--- src/rtl/pipe_pkg.sv ---
// -----------------------------------------------------------------------------
// pipe_pkg
// Shared types for the elastic pipeline-stage register.
//   OCC_W : width of the occupancy encoding (0, 1 or 2 held items)
//   occ_t : occupancy state of a stage, whose encoding equals its item count
// -----------------------------------------------------------------------------
package pipe_pkg;

    localparam int OCC_W = 2;

    // The encoding matches the number of held items, so the state register
    // can drive the occupancy output directly.
    typedef enum logic [OCC_W-1:0] {
        EMPTY = 2'd0,
        ONE   = 2'd1,
        TWO   = 2'd2
    } occ_t;

endpackage

--- src/rtl/sat_counter.sv ---
// -----------------------------------------------------------------------------
// sat_counter
// Saturating up-counter for performance statistics. It stops at all-ones
// rather than wrapping, so a long stall can never read as a short one.
// Ports:
//   clk   in  1 : clock, rising edge
//   rst   in  1 : synchronous active-high reset, clears the count
//   inc   in  1 : count this cycle
//   count out W : current count
// -----------------------------------------------------------------------------
module sat_counter #(
    parameter int W = 16
) (
    input  logic         clk,
    input  logic         rst,
    input  logic         inc,
    output logic [W-1:0] count
);

    logic [W-1:0] count_q;
    logic [W-1:0] count_d;

    // Advance only while below all-ones; once saturated the value is held.
    always_comb begin
        count_d = count_q;
        if (inc && (count_q != {W{1'b1}})) begin
            count_d = count_q + W'(1);
        end
    end

    // Counter register with synchronous reset.
    always_ff @(posedge clk) begin
        if (rst) begin
            count_q <= '0;
        end else begin
            count_q <= count_d;
        end
    end

    assign count = count_q;

endmodule

--- src/rtl/pipe_stage_elastic.sv ---
// -----------------------------------------------------------------------------
// pipe_stage_elastic
// Elastic register between two pipeline stages with a valid/ready handshake,
// an optional skid entry for a registered s_ready, a flush that spares a
// protected (control-transfer) head item, occupancy and a stall counter.
// Parameters:
//   PAYLOAD_W   : payload width
//   SKID        : 1 = two entries, registered s_ready; 0 = one entry,
//                 combinational s_ready
//   STALL_CNT_W : stall counter width
// Ports:
//   clk, rst              : clock and synchronous active-high reset
//   s_valid/s_ready/s_data/s_protect : upstream handshake and item
//   flush                 : kill held and arriving wrong-path items
//   m_valid/m_ready/m_data/m_protect : downstream handshake and head item
//   occupancy             : number of held items
//   stall_cnt             : saturating count of m_valid && !m_ready cycles
// -----------------------------------------------------------------------------
module pipe_stage_elastic
    import pipe_pkg::*;
#(
    parameter int PAYLOAD_W   = 128,
    parameter int SKID        = 1,
    parameter int STALL_CNT_W = 16
) (
    input  logic                   clk,
    input  logic                   rst,
    input  logic                   s_valid,
    output logic                   s_ready,
    input  logic [PAYLOAD_W-1:0]   s_data,
    input  logic                   s_protect,
    input  logic                   flush,
    output logic                   m_valid,
    input  logic                   m_ready,
    output logic [PAYLOAD_W-1:0]   m_data,
    output logic                   m_protect,
    output logic [OCC_W-1:0]       occupancy,
    output logic [STALL_CNT_W-1:0] stall_cnt
);

    // Each entry is {protect, payload}.
    localparam int ENTRY_W = PAYLOAD_W + 1;

    occ_t               occ_q;
    occ_t               occ_d;
    logic [ENTRY_W-1:0] head_q;
    logic [ENTRY_W-1:0] head_d;
    logic [ENTRY_W-1:0] skid_q;
    logic [ENTRY_W-1:0] skid_d;
    logic [ENTRY_W-1:0] inEntry;
    logic               pushEn;
    logic               popEn;

    assign inEntry = {s_protect, s_data};
    assign m_valid = (occ_q != EMPTY);

    // Head is kept zero when empty, the gating makes the bubble explicit.
    assign m_data    = m_valid ? head_q[PAYLOAD_W-1:0] : '0;
    assign m_protect = m_valid & head_q[PAYLOAD_W];
    assign occupancy = occ_q;

    // Flush overrides any push, so a wrong-path item never enters.
    assign pushEn = s_valid && s_ready && !flush;
    assign popEn  = m_valid && m_ready;

    // Next-state and entry-movement logic. Vacated entries are zeroed so the
    // bubble seen downstream is an all-zero control word.
    always_comb begin
        occ_d  = occ_q;
        head_d = head_q;
        skid_d = skid_q;
        if (flush) begin
            skid_d = '0;
            if (m_valid && m_protect && !popEn) begin
                occ_d = ONE;
            end else begin
                occ_d  = EMPTY;
                head_d = '0;
            end
        end else begin
            case (occ_q)
                EMPTY: begin
                    if (pushEn) begin
                        occ_d  = ONE;
                        head_d = inEntry;
                    end
                end
                ONE: begin
                    if (pushEn && popEn) begin
                        head_d = inEntry;
                    end else if (pushEn) begin
                        occ_d  = TWO;
                        skid_d = inEntry;
                    end else if (popEn) begin
                        occ_d  = EMPTY;
                        head_d = '0;
                    end
                end
                TWO: begin
                    if (popEn) begin
                        occ_d  = ONE;
                        head_d = skid_q;
                        skid_d = '0;
                    end
                end
                default: begin
                    occ_d  = EMPTY;
                    head_d = '0;
                    skid_d = '0;
                end
            endcase
        end
    end

    // State and head entry registers.
    always_ff @(posedge clk) begin
        if (rst) begin
            occ_q  <= EMPTY;
            head_q <= '0;
        end else begin
            occ_q  <= occ_d;
            head_q <= head_d;
        end
    end

    generate
        if (SKID != 0) begin : gSkid
            logic sReady_q;

            // s_ready is looked up from the next state so it never depends
            // combinationally on m_ready; the skid entry absorbs the one item
            // that may arrive after m_ready drops.
            always_ff @(posedge clk) begin
                if (rst) begin
                    skid_q   <= '0;
                    sReady_q <= 1'b1;
                end else begin
                    skid_q   <= skid_d;
                    sReady_q <= (occ_d != TWO);
                end
            end

            assign s_ready = sReady_q;
        end else begin : gNoSkid
            logic unusedSkid;

            // With a single entry the stage can only accept when the head
            // is empty or leaving this cycle, so TWO is never reached.
            assign skid_q     = '0;
            assign unusedSkid = ^skid_d;
            assign s_ready    = !m_valid || m_ready;
        end
    endgenerate

    sat_counter #(
        .W(STALL_CNT_W)
    ) uStallCnt (
        .clk  (clk),
        .rst  (rst),
        .inc  (m_valid && !m_ready),
        .count(stall_cnt)
    );

endmodule

--- config.mk ---
export PLATFORM = sky130hd
export DESIGN_NAME = pipe_stage_elastic
export DESIGN_NICKNAME = d
export VERILOG_FILES = /design/src/rtl/pipe_pkg.sv /design/src/rtl/sat_counter.sv /design/src/rtl/pipe_stage_elastic.sv
export SDC_FILE = /design/constraint.sdc
export NUM_CORES = 1
export LEC_CHECK = 0
export BUFFER_PORTS_ARGS = -buffer_cell sky130_fd_sc_hd__buf_4
export CAP_MARGIN = 20
export CORE_ASPECT_RATIO = 1.5
export CORE_MARGIN = 3
export CORE_UTILIZATION = 50
export CTS_BUF_LIST = sky130_fd_sc_hd__clkbuf_4
export DETAILED_ROUTE_END_ITERATION = 8
export PLACE_DENSITY = 0.74
export SLEW_MARGIN = 20
export SYNTH_ARGS = -nofsm -noshare
export SYNTH_HDL_FRONTEND = slang
export SYNTH_HIERARCHICAL = 1
export SYNTH_SLANG_ARGS = --single-unit
--- constraint.sdc ---
create_clock -name clk -period 2.7 [get_ports clk]
set_clock_uncertainty 0.15 [all_clocks]
set_input_delay 0.27 -clock clk [delete_from_list [all_inputs] [get_ports clk]]
set_output_delay 0.27 -clock clk [all_outputs]
set_load 0.1 [all_outputs]
* Word level (Yosys, flattened, before mapping)
Cells that the tools add are included.
** Cells by class
- $add $sub $neg :: 1
- Eq/ne operators :: 12
- Muxes and demuxes :: 19
- Bitwise gates (word level) :: 2
- Reduce and logical (&&, ||, !) cells :: 16
** Operator list (count)
- 129-bit two-way mux :: 8
- 129-bit case mux with 3 select lines :: 2
- 128-bit two-way mux :: 1
- 16-bit by 1-bit adder with 16-bit output (second input constant) :: 1
- 16-bit != test (second input constant) :: 1
- 2-bit two-way mux :: 6
- 2-bit != test (second input constant) :: 5
- 1-bit logical AND :: 8
- 4-bit != test (second input constant) :: 2
- 3-bit != test (second input constant) :: 2
- 2-bit case mux with 3 select lines :: 1
- 5-bit AND reduction :: 1
- 4-bit AND reduction :: 1
- 1-bit zero test :: 3
- 2-bit by 1-bit == test with 1-bit output (second input constant) :: 1
- 2-bit == test (second input constant) :: 1
- 2-bit zero test :: 1
- 2-bit nonzero test :: 1
- 2-bit OR reduction :: 1
- 1-bit AND :: 1
- 1-bit two-way mux :: 1
- 1-bit inverter :: 1
** Storage, ports and cells
- Flip-flop bits (word level) :: 277
- Output and inout bits :: 149
- Word-level logic and storage cells :: 55

* Logic depth before layout (Yosys ltp)
- Depth after elaboration :: 8
- Gate-level depth with buffers :: 8

* Hierarchy
The synthesis kept the hierarchy.
** By module, submodules not included
- pipe_stage_elastic :: instances 1, cells each 1382, area each 12761.0 sq um, seq. area each 5225.0 sq um
- sat_counter :: instances 1, cells each 99, area each 848.3 sq um, seq. area each 320.3 sq um

* Least setup slack after synthesis
Ideal clock, no wire load.
- Kind :: register to output
- Start :: register occ_q[1], in the netlist occupancy[1]
- End :: output port m_data[118]
- Data arrival time :: 3244 ps
- Setup slack :: -964 ps
- Cell stages (with the launch flop) :: 5
- Cell sequence :: dfxtp_1 > or2_1 > clkbuf_1 > clkbuf_1 > and2_1
** On the way
- Word-level cells in the longest chain between the ends :: 2
** RTL lines
- from (decl) :: RTL line pipe_stage_elastic.sv:44 : occ_t occ_q;
- from (signal assigned) :: RTL line pipe_stage_elastic.sv:118 : occ_q <= EMPTY;
- from (signal assigned) :: RTL line pipe_stage_elastic.sv:121 : occ_q <= occ_d;
- 2-bit nonzero test :: RTL line pipe_stage_elastic.sv:55 : assign m_valid = (occ_q != EMPTY);
- via m_valid :: RTL line pipe_stage_elastic.sv:33 : output logic m_valid,
- 128-bit two-way mux :: RTL line pipe_stage_elastic.sv:58 : assign m_data = m_valid ? head_q[PAYLOAD_W-1:0] : '0;
- to (decl) :: RTL line pipe_stage_elastic.sv:35 : output logic [PAYLOAD_W-1:0] m_data,
The timed path passes the listed nets, and every way through them passes these cells.

* Worst setup path in the final report
- Start :: register occ_q[0], in the netlist occupancy[0]
- End :: output port m_data[52]
** On the way
- Word-level cells in the longest chain between the ends :: 2
** RTL lines (RTL line)
- 2-bit nonzero test :: pipe_stage_elastic.sv:55
- 128-bit two-way mux :: pipe_stage_elastic.sv:58
No other way between the ends.

==> metrics.csv <==
stage,metric,value,unit
setup_path,worst_path_max_delay_cell,dfxtp_4,
grt,gr-total-overflow,0,
logic_synthesis,synthDistinctLibCells,52,
cells_and_area,syn_to_final_growth,32.9,%
logic_synthesis,synthTopCellsByCount,"dfxtp_1, and2_1, nor2_1",
pwr,power.density,481,mW/mm^2
logic_synthesis,netlist_area,0.0136,sq mm
clock_tree,clk_latency,0.65,ns
setup_path,crit_chain,or2_4 > buf_6 > and2_2 > buf_4,
sta,holdWs,0.297,ns
sta,period_share,95.2,%
setup_path,start_kind,register,
pwr,peakVddDrop,291,uV
sta,worstMarginPinSlew,0.710,ns
drt,wl,39400,microns
grt,antenna_found_initial,3,
setup_path,r2r_start,occupancy[1],
place,gp_congestion,0.820,
logic_synthesis,yosysSeqAreaShare,40.7,%
min_path,hold_path.class,in -> reg,
flow_run,cap_violations,0,
logic_synthesis,yosys_most_used_dff,dfxtp_1,
floorplan,fp.dieH,208,microns
min_path,min_from,s_data[81],
logic_synthesis,ys_seq_elements,277,
cells_and_area,fin_nets,2000,
setup_path,crit_path_max_incr_delay,0.49,ns
sta,final.min_clock_period,2.57,ns
grt,grt_max_degree,104,
sta,setup_violations,0,
drt,drc_errors,0,
sta,hold_viol,0,
setup_path,cp_data_required_time,2.28,ns
logic_synthesis,post_synth.cell_area_avg,9.19,sq um
clock_tree,clk_path_buf_depth,3,
grt,track_usage,25.7,%
clock_tree,cts_max_level,3,
grt,grt_pass1_vias,12350,
logic_synthesis,synth-edff-count,0,
sta,rsz0062_at_grt,no,
cells_and_area,multi_input_area,0.00744,sq mm
pwr,finalPower,8.70,mW
drt,drtAntennaViolNets,0,
drt,vias,12361,
sta,finalWorstSetupSlack,0.130,ns
sta,tns,0,ns
floorplan,die_w,141,microns
cells_and_area,fillers,2103,
drt,viasPerCell,5.51,
drt,drt-initial-drc-count,684,
floorplan,placementRows,73,
clock_tree,cts_buffers,70,
sta,relSlewSlack,52.0,%
logic_synthesis,yosys_warnings,6,
floorplan,ioPinCount,283,
cells_and_area,drive_above_1_share,27.9,%
pwr,leakagePower,7.06,nW
cells_and_area,ff_latch_area,0.00555,sq mm
floorplan,die_area,0.0293,sq mm
sta,max_freq,389,MHz
grt,grt_pass1_wl,62800,microns
setup_path,path_max_fanout,46,
logic_synthesis,async_reset_ff_share,0,%
setup_path,cp_top_family,buffers and inverters,
setup_path,crit_path_start,occupancy[0],
cells_and_area,postLayoutCoreUtil,67.8,%
drt,first_pass_iters,5,
floorplan,core,0.0267,sq mm
clock_tree,clock-sinks,277,
logic_synthesis,ys_top_cells_by_area,"dfxtp_1, mux2i_1, and2_1, o2bb2ai_1, nor2_1",
drt,wl_per_cell,17.6,microns
outcome,status,completed,
sta,drv_slew,0,
setup_path,critPathArrivalTime,2.15,ns
clock_tree,root_buffer,clkbuf_4,
setup_path,critPathBufInv,2,
logic_synthesis,synth_top_area_share,40.7,%
place,dpl.hpwl,23400,microns
clock_tree,cts_tree,built,
setup_path,critPathKind,reg -> out,
setup_path,setup.worst_path.end_class,output port,
logic_synthesis,yosysMostFrequentCell,dfxtp_1,
place,preCtsSetupSlack,0.432,ns
logic_synthesis,syn-num-nets,1616,
clock_tree,cts.reportedPaths.clkPinSlew,0.06,ns
floorplan,start_util,51.0,%
logic_synthesis,syn_inst,1481,
place,port_buffers,282,
logic_synthesis,synth_top_cell_by_area,dfxtp_1,
## cell usage in the layout, fill, tap and decap left out, types with 4 or more instances in the layout
| cell type | synthesis | final |
|---|---|---|
| nor2_1 | 231 | 230 |
| o21ai_0 | 6 | 6 |
| clkinv_1 | 0 | 13 |
| buf_4 | 6 | 291 |
| mux2i_1 | 222 | 222 |
| inv_1 | 4 | 4 |
| and2_1 | 259 | 150 |
| nor3_1 | 4 | 4 |
| o2bb2ai_1 | 128 | 128 |
| or3_1 | 4 | 4 |
| buf_12 | 12 | 14 |
| o31ai_1 | 6 | 6 |
| a22oi_1 | 36 | 36 |
| and2_2 | 0 | 109 |
| dfxtp_1 | 277 | 275 |
| nand3_1 | 7 | 7 |
| dlygate4sd3_1 | 0 | 135 |
| nand2_1 | 8 | 8 |
| diode_2 | 0 | 4 |
| or4_1 | 7 | 7 |
| a21oi_1 | 103 | 103 |
| clkbuf_4 | 0 | 95 |
## logic make-up after synthesis
logic type	synth area share [%]
AO/OA/AOI/OAI	15.5
XOR/XNOR	0.129
adder cells (fa/ha/maj)	0.0919
buffers and inverters	5.93
flip-flops	40.7
multiplexers	16.4
AND/OR/NAND/NOR	21.2
## path summary, 6_finish.rpt
check | to | cells after the start | slack (ns)
worst max-delay path | m_data[52] | 4 | 0.13
worst min-delay path | head_q[81] | 4 | 0.30
worst max register to register | s_ready | 6 | 0.16
worst min register to register | head_q[119] | 1 | 0.30
## through the flow
step,area [sq um],std cells
3_5_place_dp,15900,1991
3_3_place_gp,15900,1991
5_1_grt,18100,2242
4_1_cts,18100,2238
6_report,18100,2243
2_1_floorplan,13700,1481
## where the power goes
| group | leakage, nW | total (mW) | switching (mW) | internal [mW] |
|---|---|---|---|---|
| clock | 0.461 | 3.25 | 1.64 | 1.61 |
| combinational | 4.36 | 1.22 | 0.678 | 0.540 |
| sequential | 2.24 | 4.23 | 0.0554 | 4.17 |
## sequential cells by signal, indices dropped and copies added, names as in the netlist
name and count:
head_q 129, s_ready 1, skid_q 129, occupancy 2
uStallCnt/count 16
## what timing repair did
item | 4_1_cts | 5_1_grt
gates resized for setup | 2 | 0
hold buffers | 135 | 0
setup endpoints to repair | 81 | 0
hold endpoints to repair | 277 | 0
buffers inserted | 3 | 0
## metal layers
metal  GRT usage, %  up-vias  share of wire, %
met5              0        -                 0
met4           9.80        0               2.4
met3           4.64       67               5.5
met2           43.9      378                50
met1           32.0     5951                42
li1               -     5965                 -
## worst min-delay path: cells and delay by family
family | cells | cell delay [ns]
compound gates | 2 | 0.15
buf+inv | 2 | 0.64
## final cells by class
| class | instances | area share [%] |
|---|---|---|
| Antenna cell | 4 | 0.0553 |
| Clock buffer | 95 | 3.94 |
| Clock inverter | 14 | 0.297 |
| Inverter | 4 | 0.0830 |
| Multi-Input combinational cell | 1068 | 41.2 |
| Sequential cell | 277 | 30.7 |
| Tap cell | 337 | 2.33 |
| Timing Repair Buffer | 444 | 21.4 |
(Power assumes the default switching activity.)
